**src/rtl/fifo_ctrl.sv**
```systemverilog
// rtl/fifo_ctrl.sv - circular-buffer pointer, status and error control for a 2^ADDR_WIDTH register file
module fifo_ctrl #(
    parameter int ADDR_WIDTH      = 3,
    parameter int ALMOST_FULL_TH  = 6,
    parameter int ALMOST_EMPTY_TH = 1
) (
    input  logic                  clk,
    input  logic                  reset,
    input  logic                  wr,
    input  logic                  rd,
    input  logic                  flush,
    input  logic                  clr_err,
    output logic                  w_en,
    output logic [ADDR_WIDTH-1:0] w_addr,
    output logic [ADDR_WIDTH-1:0] r_addr,
    output logic                  full,
    output logic                  empty,
    output logic                  almost_full,
    output logic                  almost_empty,
    output logic [ADDR_WIDTH:0]   count,
    output logic                  overflow,
    output logic                  underflow
);

    localparam logic [ADDR_WIDTH:0] PTR_ONE = (ADDR_WIDTH+1)'(1);
    localparam logic [ADDR_WIDTH:0] AF_TH   = (ADDR_WIDTH+1)'(ALMOST_FULL_TH);
    localparam logic [ADDR_WIDTH:0] AE_TH   = (ADDR_WIDTH+1)'(ALMOST_EMPTY_TH);

    // One extra pointer bit distinguishes full from empty when the addresses match.
    logic [ADDR_WIDTH:0] wp;
    logic [ADDR_WIDTH:0] rp;
    logic                push_ok;
    logic                pop_ok;
    logic                ovf_evt;
    logic                udf_evt;

    assign w_addr       = wp[ADDR_WIDTH-1:0];
    assign r_addr       = rp[ADDR_WIDTH-1:0];
    assign empty        = (wp == rp);
    assign full         = (wp[ADDR_WIDTH] != rp[ADDR_WIDTH]) &&
                          (wp[ADDR_WIDTH-1:0] == rp[ADDR_WIDTH-1:0]);
    assign count        = wp - rp;
    assign almost_full  = (count >= AF_TH);
    assign almost_empty = (count <= AE_TH);

    assign push_ok = wr & ~full;
    assign pop_ok  = rd & ~empty;
    assign ovf_evt = wr & full & ~flush;
    assign udf_evt = rd & empty & ~flush;

    // Flush and reset suppress the write strobe so the register file never sees a dropped push.
    assign w_en = push_ok & ~flush & ~reset;

    always_ff @(posedge clk) begin
        if (reset) begin
            wp        <= '0;
            rp        <= '0;
            overflow  <= 1'b0;
            underflow <= 1'b0;
        end else begin
            if (flush) begin
                wp <= '0;
                rp <= '0;
            end else begin
                if (push_ok) wp <= wp + PTR_ONE;
                if (pop_ok)  rp <= rp + PTR_ONE;
            end
            // A new error in the same cycle as clr_err keeps the flag set.
            if (ovf_evt)      overflow <= 1'b1;
            else if (clr_err) overflow <= 1'b0;
            if (udf_evt)      underflow <= 1'b1;
            else if (clr_err) underflow <= 1'b0;
        end
    end

endmodule

```
**config.mk**
```make
export PLATFORM = sky130hd
export DESIGN_NAME = fifo_ctrl
export DESIGN_NICKNAME = d
export VERILOG_FILES = /design/src/rtl/fifo_ctrl.sv
export SDC_FILE = /design/constraint.sdc
export NUM_CORES = 1
export LEC_CHECK = 0
export BUFFER_PORTS_ARGS = -buffer_cell sky130_fd_sc_hd__buf_2
export CORE_MARGIN = 3
export CORE_UTILIZATION = 35
export CTS_CLUSTER_DIAMETER = 50
export DETAILED_ROUTE_END_ITERATION = 10
export GPL_TIMING_DRIVEN = 0
export SLEW_MARGIN = 25
export SYNTH_ARGS = -nofsm -noshare
export SYNTH_HDL_FRONTEND = slang
export SYNTH_SLANG_ARGS = --single-unit
export TNS_END_PERCENT = 1
```
**constraint.sdc**
```tcl
create_clock -name clk -period 1.5 [get_ports clk]
set_clock_uncertainty 0.15 [all_clocks]
set_input_delay 0.075 -clock clk [delete_from_list [all_inputs] [get_ports clk]]
set_output_delay 0.075 -clock clk [all_outputs]
set_load 0.05 [all_outputs]
```
== Word-level counts from Yosys, hierarchy flattened ==
Cells that the tools add are included.

* $add $sub $neg: 3
* $lt $le $gt $ge: 2
* Eq/ne operators: 3
* Mux-type cells: 3
* Bitwise operators: 12
* Reductions and logical operators: 4

{| class="wikitable"
|+ Operator list
! operator !! count
|-
| adder 4 x 1 -> 4 bit, second input constant || 2
|-
| bitwise AND 1 bit || 8
|-
| equality test 4 bit || 1
|-
| >= comparator 4 x 3 -> 1 bit, second input constant || 1
|-
| less-or-equal comparator 4 x 1 -> 1 bit, second input constant || 1
|-
| inverter 1 bit || 4
|-
| nonzero test 2 bit || 2
|-
| subtractor 4 bit || 1
|-
| equality test 3 bit || 1
|-
| two-way mux 1 bit || 3
|-
| OR reduction 2 bit || 1
|-
| logical AND 1 bit || 1
|-
| != test 1 bit || 1
|}

* Bits in registers: 10
* Output and inout bits: 17

== Depth between registers and ports, before layout ==
* Depth in word-level cells: 6
* Mapped depth: 6
* Mapped depth without buffers: 6

== Least setup slack after synthesis ==
Ideal clock, no wire load.

* Kind: flip-flop to output port
* From: register wp[0]
* To: output port almost_full
* Data arrival time: 2.587 ns
* Required time: 1.275 ns
* Path slack: -1.312 ns
* Cell stages (with the launch flop): 7
* Buffers on the path: 0
* Cell sequence: dfxtp_1 inv_1 ha_1 fa_1 xnor2_1 nand2_1 o21ai_0

* Longest elaborated chain between the ends: 2

{| class="wikitable"
|+ Ends and longest elaborated chain
! element !! line !! RTL
|-
| from (decl) || 30 || <nowiki>logic [ADDR_WIDTH:0] wp;</nowiki>
|-
| from (signal assigned) || 65 || <nowiki>if (push_ok) wp <= wp + PTR_ONE;</nowiki>
|-
| subtractor 4 bit || 42 || <nowiki>assign count = wp - rp;</nowiki>
|-
| via count[2] || 20 || <nowiki>output logic [ADDR_WIDTH:0] count,</nowiki>
|-
| >= comparator 4 x 3 -> 1 bit || 43 || <nowiki>assign almost_full = (count >= AF_TH);</nowiki>
|-
| to (decl) || 18 || <nowiki>output logic almost_full,</nowiki>
|}

The timed path passes the listed nets, and every way through them passes these cells.

== Worst setup path after layout ==
* From: register rp[0]
* To: output port almost_empty

* Longest elaborated chain between the ends: 2

{| class="wikitable"
|+ Ends and longest elaborated chain
! element !! line !! RTL
|-
| from (decl) || 31 || <nowiki>logic [ADDR_WIDTH:0] rp;</nowiki>
|-
| from (signal assigned) || 66 || <nowiki>if (pop_ok) rp <= rp + PTR_ONE;</nowiki>
|-
| subtractor 4 bit || 42 ||
|-
| less-or-equal comparator 4 x 1 -> 1 bit || 44 || <nowiki>assign almost_empty = (count <= AE_TH);</nowiki>
|-
| to (decl) || 19 || <nowiki>output logic almost_empty,</nowiki>
|}

No other way between the ends.

==> results.yml <==
sta:
  achievable-frequency_mhz: 509.1
  report.final.slew_viol_count: 0
  final-setup-viol-count: 17
  fin_ws_ns: -0.4642
  hold_viol_final: 0
  fin_hold_ws_ns: 0.005181
  unrepaired_setup_endpoints_after_global_routing: "yes"
  final.min_clock_period_ns: 1.964
  maxSlewHeadroom_pct: 62.62
  tightest_slew_ns: 0.5566
  final_min_period_over_clock_period_pct: 130.9
drt:
  detail_route.first_pass.iterations: 4
  route.detailed.vias_per_inst: 4.820
  dr.first_iter.drc_count: 13
  routed-via-count: 723
  wl_per_cell_um: 12.06
  route.final.wire_length_um: 1809
  drc: 0
  final_antenna_net_count: 0
global_route:
  globalRoute.totalOverflow: 0
  grt_util_all_layers_pct: 15.84
  vias_in_the_first_global_route: 714
  grt_pass1_wl_um: 3229
  number_of_antenna_violations_at_the_first_check_in_global_routing: 0
  grt_start_max_net_pins: 11
yosys:
  share_of_the_synthesized_area_in_the_top_cell_type_pct: 27.68
  synth-seq-cells: 10
  post_synth_num_cell_types: 25
  synthTopCellsByArea: "dfxtp_1, mux2i_1, ha_1"
  synth_most_common_cell: "nand2_1"
  nets_in_the_synthesized_netlist: 100
  ys_async_sr_fraction_pct: 0
  synth_warnings: 0
  synth_largest_area_cell: "dfxtp_1"
  synth-edff-count: 0
  synth.cells.most_frequent: "nand2_1, dfxtp_1, a21oi_1, mux2i_1"
  synth_ff_type: "dfxtp_1"
  synth_cell_area_um2: 723.2
  syn_avg_cell_area_um2: 8.218
  synthCells: 88
  synth_sequential_area_ratio_pct: 27.68
die:
  ioPinCount: 23
  die_h_um: 51.46
  floorplan.initialDensity_pct: 39.32
  die_w_um: 51.46
  area_of_the_die_um2: 2648
  rows: 15
  placeableCoreArea_um2: 1839
clocking:
  cts_buffer_depth: 2
  path_clk_slew_ns: 0.08
  cts.sinks: 10
  worst_skew_pair.late_latency_ns: 0.28
  tritoncts_clock_tree: "done"
  clock_tree.htree_level_count: 1
  cts_inserted_buffers: 3
  cts_root_buf: "clkbuf_4"
final_layout:
  final.fill_count: 169
  multi_input_comb_area_um2: 558.0
  layout-area-overhead-vs-synth_pct: 63.49
  antenna_cells: 0
  final-instance-count-excl-fill: 150
  finish.net_count: 138
  utilization_pct: 64.29
  storage_element_area_um2: 212.7
  post-route-cell-area_um2: 1182
  post_route_cells_drive_above_1_share_pct: 52.00
power:
  leakage_component_of_the_power_nw: 0.5284
  cellPowerDensity_nw_per_um2: 614.2
  vdd.ir_drop.worst_mv: 0.4575
placement:
  dp_hpwl_um: 1224
  dpl_cell_area_um2: 908.4
  port_buffers: 22
  dp_slack_ns: -0.5857
  placed_cells_incl_taps: 135
  gpl.final_weighted_congestion: 0.7597
critical_path:
  crit_chain: "ha_4, fa_2, inv_2, nor2_2, o21a_4, buf_8"
  timing.critical_path.required_ns: 1.27
  critical_path.endpoint_type: "output port"
  arrival_ns: 1.74
  delay_of_the_slowest_cell_on_the_worst_path_ns: 0.52
  path_buf_inv: 2
  cpMaxStageDelayCell: "fa_2"
  setup.worst_path.start_class: "flip-flop"
  setup_slack_of_the_most_critical_reg_to_reg_path_ns: -0.15
  critical_path.max_fanout: 6
  crit_family: "adder cells"
  worst-setup-path-type: "flip-flop to output port"
min_path:
  timing.hold.worst.class: "input port to flip-flop"
run_status:
  failed_checks: "negative setup slack"
  run_status: "complete, but fails checks"
flow_run:
  maxCapViolations: 0
==> metal layers <==
layer,vias to the layer above,share of wire (%),track usage [%]
met1,338,44,20.28
met5,-,0,0
li1,367,-,-
met2,16,51,26.06
met4,0,0.66,2.620
met3,2,4.8,5.248
==> tightest hold or removal path, stage by stage <==
cell	delay, ns
buf_2	0.10
nor2_1	0.08
nand2_1	0.07
mux2i_1	0.05
==> flip-flops by register name (all words and copies together) (netlist names) <==
register / flops
rp: 4
wp: 4
overflow: 1
underflow: 1
==> final cells by class <==
type,instances,share of cell area (%)
repair buffers,33,21.80
clock buffers,4,3.069
plain buffers,8,5.397
flip-flops and latches,10,17.99
well taps,25,2.646
multi-input cells,64,47.20
inverters,6,1.905
==> timing repair <==
action	CTS	global route
hold buffers	7	0
endpoints found under the hold margin	6	0
buffers inserted	3	1
resized for setup	35	9
pin swaps	4	6
endpoints found under the setup margin	19	18
==> where the power goes <==
part	internal, mW	switching [mW]
logic	0.0893	0.116
registers	0.267	0.00394
clock network	0.148	0.103
total	0.504	0.223
==> metrics by stage <==
| stage | TNS [ns] | power, mW |
|---|---|---|
| floorplan | -4.510 | 0.3956 |
| global placement | -5.911 | 0.4302 |
| detailed placement | -5.911 | 0.4304 |
| CTS | -3.926 | 0.7234 |
| global route | -5.040 | 0.7629 |
| finish | -3.583 | 0.7262 |
==> cells by family after synthesis <==
group	after synthesis	synth area share [%]
AO/OA/AOI/OAI	12	10.38
XOR/XNOR	3	4.672
adder cells (fa/ha/maj)	6	11.42
buffers and inverters	14	10.55
flip-flops	10	27.68
multiplexers	8	11.07
AND/OR/NAND/NOR	35	24.22
==> cells in the final DEF (no fill, tap or decap), types with 2 or more instances in the layout <==
cell type / count
nand4_1: 2
nand4b_1: 2
a21oi_1: 5
inv_2: 3
mux2i_1: 8
or3_1: 3
dlygate4sd3_1: 7
buf_4: 11
nor2_2: 2
nand2_1: 14
and3_4: 2
dfxtp_1: 4
nor2_1: 3
ha_1: 3
buf_6: 4
dfxtp_4: 2
dfxtp_2: 4
nand2b_1: 2
ha_4: 2
a21oi_2: 2
clkbuf_4: 3
buf_2: 15
inv_1: 3
buf_8: 3
==> path summary, 6_finish.rpt <==
check        cells after the start              startpoint                      to
max                              6      rp[0]$_SDFFE_PP0P_            almost_empty
min                              4                   reset      wp[1]$_SDFFE_PP0P_
max reg2reg                      7      rp[1]$_SDFFE_PP0P_      wp[0]$_SDFFE_PP0P_
min reg2reg                      2  underflow$_SDFFE_PP0P_  underflow$_SDFFE_PP0P_
No activity file was read; power rests on OpenSTA's default activity.
